File: config.mk
export PLATFORM = sky130hd
export DESIGN_NAME = aes_seed_sequencer
export DESIGN_NICKNAME = d
export VERILOG_FILES = /design/src/rtl/aes_seed_sequencer_pkg.sv /design/src/rtl/aes_key_slicer.sv /design/src/rtl/aes_seed_sequencer.sv
export SDC_FILE = /design/constraint.sdc
export NUM_CORES = 2
export LEC_CHECK = 0
export CAP_MARGIN = 20
export CORE_UTILIZATION = 30
export DETAILED_ROUTE_END_ITERATION = 16
export PLACE_DENSITY = 0.57
export SLEW_MARGIN = 30
export SYNTH_ARGS = -nofsm -noshare
export SYNTH_HDL_FRONTEND = slang
export SYNTH_HIERARCHICAL = 1
export SYNTH_SLANG_ARGS = --single-unit
File: constraint.sdc
create_clock -name clock -period 67.3 [get_ports clock]
set_clock_uncertainty 0.05 [all_clocks]
set_input_delay 13.46 -clock clock [delete_from_list [all_inputs] [get_ports clock]]
set_output_delay 13.46 -clock clock [all_outputs]
set_load 0.02 [all_outputs]
File: src/rtl/aes_seed_sequencer_pkg.sv
// Shared AES stimulus definitions: state/key types, key byte counts and the
// seed sequencer state encoding.
package aes_seed_sequencer_pkg;

  localparam int KEY_BYTES_128 = 16;
  localparam int KEY_BYTES_192 = 24;
  localparam int KEY_BYTES_256 = 32;

  typedef logic [127:0]                 state_t;
  typedef logic [8*KEY_BYTES_128-1:0]   key128_t;
  typedef logic [8*KEY_BYTES_192-1:0]   key192_t;
  typedef logic [8*KEY_BYTES_256-1:0]   key256_t;

  typedef enum logic [1:0] {
    IDLE     = 2'd0,
    FLIP     = 2'd1,
    FLIP_INV = 2'd2,
    FINAL    = 2'd3
  } seq_state_t;

  // Single-bit plaintext mask; bit 0 is the LSB of byte 15.
  function automatic state_t flipMask(input logic [6:0] bitIdx);
    return 128'd1 << bitIdx;
  endfunction

endpackage

File: src/rtl/aes_key_slicer.sv
// Cuts a 256-bit key into its 128/192/256-bit leading-byte slices, optionally
// bit-inverted.
module aes_key_slicer
  import aes_seed_sequencer_pkg::*;
(
  input  key256_t key,
  input  logic    invert,
  output key128_t key128,
  output key192_t key192,
  output key256_t key256
);

  key256_t keyEff;

  // Byte 0 is most significant, so every slice comes from the top of the key.
  assign keyEff = key ^ {256{invert}};
  assign key128 = keyEff[255 -: 128];
  assign key192 = keyEff[255 -: 192];
  assign key256 = keyEff;

endmodule

File: src/rtl/aes_seed_sequencer.sv
// Expands one accepted seed into flipped-plaintext test vectors (true key,
// inverted key, then the unmodified seed) behind a stallable valid/ready port.
module aes_seed_sequencer
  import aes_seed_sequencer_pkg::*;
#(
  parameter int NUM_FLIPS        = 128,
  parameter int INCLUDE_INVERTED = 1
) (
  input  logic           clock,
  input  logic           reset,
  input  logic           flush,
  input  logic           seedValid,
  output logic           seedReady,
  input  logic [127:0]   seedPlain,
  input  logic [255:0]   seedKey,
  output logic           outValid,
  input  logic           outReady,
  output logic [127:0]   outPlain,
  output logic [127:0]   outKey128,
  output logic [191:0]   outKey192,
  output logic [255:0]   outKey256,
  output logic [8:0]     outIndex,
  output logic           outLast,
  output logic [15:0]    seedsDone
);

  localparam logic [6:0] LAST_BIT    = 7'(NUM_FLIPS - 1);
  localparam logic [8:0] INV_BASE    = 9'(NUM_FLIPS);
  localparam logic [8:0] FINAL_INDEX = 9'((INCLUDE_INVERTED != 0) ? 2*NUM_FLIPS : NUM_FLIPS);

  seq_state_t stateR;
  logic [6:0] bitR;
  state_t     plainR;
  key256_t    keyR;

  key256_t keySrc;
  key128_t trueKey128, invKey128;
  key192_t trueKey192, invKey192;
  key256_t trueKey256, invKey256;
  logic    seedFire;
  logic    vecFire;

  assign seedFire = seedValid & seedReady;
  assign vecFire  = outValid & outReady;
  // The captured key is not registered yet on the accepting edge.
  assign keySrc   = (stateR == IDLE) ? seedKey : keyR;

  aes_key_slicer trueSlicer (
    .key(keySrc), .invert(1'b0),
    .key128(trueKey128), .key192(trueKey192), .key256(trueKey256)
  );

  aes_key_slicer invSlicer (
    .key(keySrc), .invert(1'b1),
    .key128(invKey128), .key192(invKey192), .key256(invKey256)
  );

  // Sequencer FSM; every output is registered from the next vector's contents.
  always_ff @(posedge clock or posedge reset) begin
    if (reset) begin
      stateR    <= IDLE;
      bitR      <= 7'd0;
      plainR    <= 128'd0;
      keyR      <= 256'd0;
      seedReady <= 1'b0;
      outValid  <= 1'b0;
      outPlain  <= 128'd0;
      outKey128 <= 128'd0;
      outKey192 <= 192'd0;
      outKey256 <= 256'd0;
      outIndex  <= 9'd0;
      outLast   <= 1'b0;
      seedsDone <= 16'd0;
    end else if (flush) begin
      stateR    <= IDLE;
      seedReady <= 1'b1;
      outValid  <= 1'b0;
      outPlain  <= 128'd0;
      outKey128 <= 128'd0;
      outKey192 <= 192'd0;
      outKey256 <= 256'd0;
      outIndex  <= 9'd0;
      outLast   <= 1'b0;
    end else begin
      case (stateR)
        IDLE: begin
          seedReady <= 1'b1;
          if (seedFire) begin
            plainR    <= seedPlain;
            keyR      <= seedKey;
            bitR      <= 7'd0;
            stateR    <= FLIP;
            seedReady <= 1'b0;
            outValid  <= 1'b1;
            outPlain  <= seedPlain ^ flipMask(7'd0);
            outKey128 <= trueKey128;
            outKey192 <= trueKey192;
            outKey256 <= trueKey256;
            outIndex  <= 9'd0;
            outLast   <= 1'b0;
          end
        end
        FLIP: begin
          if (vecFire) begin
            if (bitR == LAST_BIT) begin
              bitR <= 7'd0;
              if (INCLUDE_INVERTED != 0) begin
                stateR    <= FLIP_INV;
                outPlain  <= plainR ^ flipMask(7'd0);
                outKey128 <= invKey128;
                outKey192 <= invKey192;
                outKey256 <= invKey256;
                outIndex  <= INV_BASE;
              end else begin
                stateR    <= FINAL;
                outPlain  <= plainR;
                outIndex  <= FINAL_INDEX;
                outLast   <= 1'b1;
              end
            end else begin
              bitR     <= bitR + 7'd1;
              outPlain <= plainR ^ flipMask(bitR + 7'd1);
              outIndex <= 9'(bitR) + 9'd1;
            end
          end
        end
        FLIP_INV: begin
          if (vecFire) begin
            if (bitR == LAST_BIT) begin
              bitR      <= 7'd0;
              stateR    <= FINAL;
              outPlain  <= plainR;
              outKey128 <= trueKey128;
              outKey192 <= trueKey192;
              outKey256 <= trueKey256;
              outIndex  <= FINAL_INDEX;
              outLast   <= 1'b1;
            end else begin
              bitR     <= bitR + 7'd1;
              outPlain <= plainR ^ flipMask(bitR + 7'd1);
              outIndex <= INV_BASE + 9'(bitR) + 9'd1;
            end
          end
        end
        FINAL: begin
          if (vecFire) begin
            stateR    <= IDLE;
            seedReady <= 1'b1;
            outValid  <= 1'b0;
            outPlain  <= 128'd0;
            outKey128 <= 128'd0;
            outKey192 <= 192'd0;
            outKey256 <= 256'd0;
            outIndex  <= 9'd0;
            outLast   <= 1'b0;
            seedsDone <= seedsDone + 16'd1;
          end
        end
        default: begin
          stateR    <= IDLE;
          seedReady <= 1'b0;
          outValid  <= 1'b0;
        end
      endcase
    end
  end

endmodule

# Word level (Yosys, flattened, before mapping)
# Cells that the tools add are included.
[totals]
mem_count = 0
ff_bits = 1125
out_inout_bits = 732
in_bits = 389
elab_cells = 116
latch_bits = 0
mem_bits_ro = 0
ram_bits = 0
[classes]
n_eq_ne = 13
bitwise_logic = 7
mul = 0
shift = 1
reduce_logical = 12
addsub = 5
n_div = 0
magnitude_cmp = 0
n_mux = 65
[ops]
columns = ["operator", "count"]
rows = [
  ["2-to-1 mux 256 bit", 8],
  ["2-to-1 mux 128 bit", 13],
  ["2-to-1 mux 192 bit", 7],
  ["one-hot mux 128 bit (4 select lines)", 2],
  ["one-hot mux 256 bit (4 select lines)", 1],
  ["one-hot mux 192 bit (4 select lines)", 1],
  ["inverter 256 bit", 1],
  ["<< shifter 1 x 7 -> 128 bit (first input constant)", 1],
  ["bitwise XOR 128 bit", 1],
  ["2-to-1 mux 9 bit", 6],
  ["one-hot mux 9 bit (4 select lines)", 1],
  ["2-to-1 mux 7 bit", 3],
  ["!= test 3 bit (second input constant)", 6],
  ["adder 16 x 1 -> 16 bit (second input constant)", 1],
  ["2-to-1 mux 2 bit", 7],
  ["one-hot mux 7 bit (2 select lines)", 1],
  ["2-to-1 mux 1 bit", 10],
  ["adder 8 x 7 -> 9 bit (first input constant)", 1],
  ["adder 9 x 1 -> 9 bit (second input constant)", 1],
  ["AND reduction 3 bit", 3],
  ["adder 7 x 1 -> 8 bit (second input constant)", 1],
  ["2-to-1 mux 8 bit", 1],
  ["one-hot mux 2 bit (4 select lines)", 1],
  ["AND reduction 4 bit", 2],
  ["17 further kinds", 23],
]

# Depth between registers and ports, before layout
[logic_depth]
word_depth = 7
depth_mapped = 12
mapped_depth_nobuf = 8

# Modules after synthesis
# The synthesis kept the hierarchy.
[by_module_without_submodules]
columns = ["module", "area_per_inst_um2", "seq_area_each_um2", "n_inst", "cells_per_inst"]
rows = [
  ["aes_seed_sequencer", 52122.5, 28152.0, 1, 5608],
  ["aes_key_slicer", 5198.7, 0.0, 2, 605],
]

# Worst setup path before layout
# OpenSTA, ideal clock, no wires.
[synth_path]
path_type = "input -> register"
start = "in flush"
end = "reg outKey192[0]"
path_slack_ns = 52.376
setup_time_ns = 0.077
arrival_ns = 14.797
path_buffers = 4
t_required_ns = 67.173
stages = 7
cell_sequence = "buf_2 -> nor3_1 -> clkbuf_1 -> clkbuf_1 -> clkbuf_1 -> a22oi_1 -> o21ai_1"
[synth_via]
elab_chain_len = 2
elab_cells_between_ends = 8
cone_classes = "eq/ne (6); mux (1); reduce/logical (1)"
[synth_lines]
columns = ["element", "line", "source"]
rows = [
  ["from (decl)", "aes_seed_sequencer.sv:11", "input logic flush,"],
  ["!= test 3 bit (no line)", "-", ""],
  ["AND reduction 6 bit (no line)", "-", ""],
  ["to (signal assigned)", "aes_seed_sequencer.sv:97", "outKey192 <= trueKey192;"],
  ["to (signal assigned)", "aes_seed_sequencer.sv:111", "outKey192 <= invKey192;"],
  ["to (signal assigned)", "aes_seed_sequencer.sv:134", "outKey192 <= trueKey192;"],
  ["to (decl)", "aes_seed_sequencer.sv:20", "output logic [191:0] outKey192,"],
]
# Several ways; a longest one is shown, not always the timed one.
# A chain may end at the register's enable or synchronous reset.

# Worst setup path in the final report
[layout_path]
start = "in flush"
end = "reg outKey128[126]"
[layout_via]
elab_chain_len = 2
elab_cells_between_ends = 8
cone_classes = "eq/ne (6); mux (1); reduce/logical (1)"
[layout_lines]
columns = ["element", "line", "source"]
rows = [
  ["!= test 3 bit (no line)", "-", ""],
  ["AND reduction 6 bit (no line)", "-", ""],
  ["to (signal assigned)", "aes_seed_sequencer.sv:96", "outKey128 <= trueKey128;"],
  ["to (signal assigned)", "aes_seed_sequencer.sv:110", "outKey128 <= invKey128;"],
  ["to (signal assigned)", "aes_seed_sequencer.sv:133", "outKey128 <= trueKey128;"],
  ["to (decl)", "aes_seed_sequencer.sv:19", "output logic [127:0] outKey128,"],
]
# Several ways; a longest one is shown, not always the timed one.

==> flow_summary.ini <==
[synthesis]
synth_compound_area_share_pct = 14.9
seq_area_frac_synth_pct = 45.0
synth_top_family_by_area = compound AO/OA/AOI/OAI gates
synthCells = 6818
synth-adder-area-share_pct = 0.200
synth_nets = 7217
synthMuxAreaShare_pct = 4.75
synth_xor_area_share_pct = 9.06
synth_cell_types = 72
syn_area_per_cell_um2 = 9.17
synth.ff_latch_count = 1125
yosysWarningCount = 6
ys_async_sr_fraction_pct = 100
synth_edf_count = 0
synthSimpleGateAreaFrac_pct = 13.5
synthesis.area_um2 = 62500
synthFlopType = dfrtp_1

[timing]
fin_setup_tns_ns = 0
drv_slew = 116
fin_crit_sh_pct = 26.9
rsz0062_at_grt = false
worst_slew_pin_slew_ns = 2.08
finalSetupViolations = 0
maxSlewHeadroom_pct = -38.7
hold_viol = 0
fmax_mhz = 55.3
period_minus_slack_ns = 18.08
fin_ws_ns = 49.22

[pwr]
power_density_nw_per_um2 = 47.8
leakage_nw = 31.8
power_mw = 3.58
peakVddDrop_uv = 31.6

[status]
violations = slew limit
status = complete, but fails checks

[worst_setup_path]
critical_path_depth = 10
startpoint_type = input pin
worstPathCellList = clkdlybuf4s50_1 -> buf_4 -> nor2b_4 -> nand2_1 -> o21ai_4 -> buf_4 -> buf_4 -> buf_4 -> buf_4 -> o21ai_0
slowest_stage = buf_4
required_ns = 67.89
cp_top_family = buffers and inverters
r2r-end = outKey128[126]
r2r-start = stateR[0]
arrival_ns = 18.67
cp_slowest_stage_delay_ns = 0.83
cp.buffers_inverters = 6
reg2regPathDepth = 10
cp_common_cell = buf_4
critPathKind = in -> reg
path_max_fanout = 99
endpoint_kind = register
regToRegSetupSlack_ns = 61.45

[detailed_routing]
num_vias = 49581
vias_per_cell = 4.99
antenna_left = 0
dr.first_iter.drc_count = 4277
wl_per_cell_um = 23.0
drc = 0
wirelength_um = 229000
firstDrtPassIters = 6

[clock_tree]
cts_buffer_depth = 3
hold_buffers = 0
clock_latency_ns = 0.81
htreeDepth = 4
numCtsBuffers = 139
clock_sinks = 1125
cts.reportedPaths.clkPinSlew_ns = 0.06
postCtsSetupBuffers = 0
cts_tree = done
cts_root_buffer = clkbuf_16
cts_resized = 0

[final_layout]
nNetsFinal = 7396
synthToLayoutAreaGrowth_pct = 19.8
nFillCells = 20870
final_cell_area_um2 = 74900
stdcell_count = 9927
layout-drive-gt1-share_pct = 8.36
final_cell_mix = 1793 x nand2_1, 1125 x dfrtp_1, 1120 x clkdlybuf4s50_1, 599 x a22oi_1, 535 x xor2_1
mostFrequentLayoutCell = nand2_1

[placed_design]
placed_cell_area_um2 = 70100
io_buffer_count = 1120
pre_cts_ws_ns = 48.41
routabilityCongestion = 0.898
dpl.cell_count = 9640
dpl.hpwl_um = 160000

[floorplanning]
fp.coreArea_um2 = 207000
dieArea_um2 = 210000
die_h_um = 459
rows = 167
die_width_um = 459
io_pins = 1121
start_util_pct = 30.2

[worst_hold_path]
whs_endpoint = keyR[30]
worstHoldPathCells = 2
min_path_type = reg -> reg
hp-start = keyR[30]

[run]
maxCapViolCount = 0

[grt]
first_global_vias = 47038
overflow = 0
antenna_found_initial = 81
grt_first_pass_wirelength_um = 332000
grt_use_total_pct = 21.1
grt_max_degree = 257
stage by stage:
step                      utilization, %  hold slack, ns
after floorplan                        -           0.392
after global placement              33.9           0.403
after detailed placement            33.9           0.408
after CTS                           36.0           0.422
after global routing                36.2           0.429
final                               36.2           0.415
registers in the layout, summed over array words and instances, names as in the netlist, 2 cells and up:
name	flops
bitR	7
keyR	256
outIndex	9
outKey128	128
outKey192	192
outKey256	256
outPlain	128
plainR	128
seedsDone	16
stateR	2
where the power goes:
part | internal [mW] | switching (mW) | leakage [nW]
clock network | 0.435 | 0.314 | 2.21
logic | 0.674 | 1.03 | 15.2
registers | 0.950 | 0.171 | 14.4
total | 2.06 | 1.52 | 31.8
area by class of cell:
cell class              instances  area, um^2  area share [%]
diodes                         47         118           0.157
clock buffers                 203        4110            5.49
clock inverters                33         378           0.505
inverters                      15        63.8          0.0852
multi-input cells            4526       26600            35.5
flip-flops and latches       1125       28200            37.6
well taps                    2788        3490            4.66
repair buffers               1190       12000            16.0
per-layer routing:
| metal | track usage (%) | wire [um] | up-vias |
|---|---|---|---|
| li1 | - | - | 22713 |
| met1 | 26.2 | 91800 | 24456 |
| met2 | 32.8 | 105000 | 1877 |
| met3 | 5.74 | 17400 | 499 |
| met4 | 12.8 | 14200 | 36 |
| met5 | 0 | 229 | - |
cells by family after synthesis:
logic type      count (synthesis)
buf+inv                      1167
flops                        1125
other cells                     2
xor+xnor                      647
simple gates                 2114
fa+ha+maj                      10
mux                           264
compound gates               1489
worst reg2reg max path, stage by stage, from the launching register on:
cell and delay (ns):
dfrtp_1 0.42, inv_1 0.14, ha_4 0.53, nor2b_4 0.85
nand2_1 0.36, o21ai_4 0.14, buf_4 0.48, buf_4 0.81
buf_4 0.82, buf_4 0.84, o21ai_0 0.25
worst max path at each step:
stage,startpoint,end
floorplan,reset,bitR[0]
global placement,flush,outKey256[99]
detailed placement,flush,outKey192[189]
global route,flush,outKey192[40]
CTS,flush,outKey256[99]
finish,flush,outKey128[126]
Yosys cell counts (all sizes together), types with 9 or more instances:
library cell  instances  area, um^2
clkbuf              320        1200
a22o                 10        87.6
o22ai                67         425
nor4                  9        75.1
dfrtp              1125       28200
inv                  15        56.3
ha                   10         125
xnor2               112         981
and3                 35         219
nor3                 45         340
nand2              1799        6770
o21ai               648        3250
nand3                29         155
xor2                535        4690
a21oi               108         559
mux2                259        2920
a22oi               599        4500
buf                 832        6610
nand4                11        68.8
nor2                156         586
Note: power is estimated with default switching activity, not from simulation.
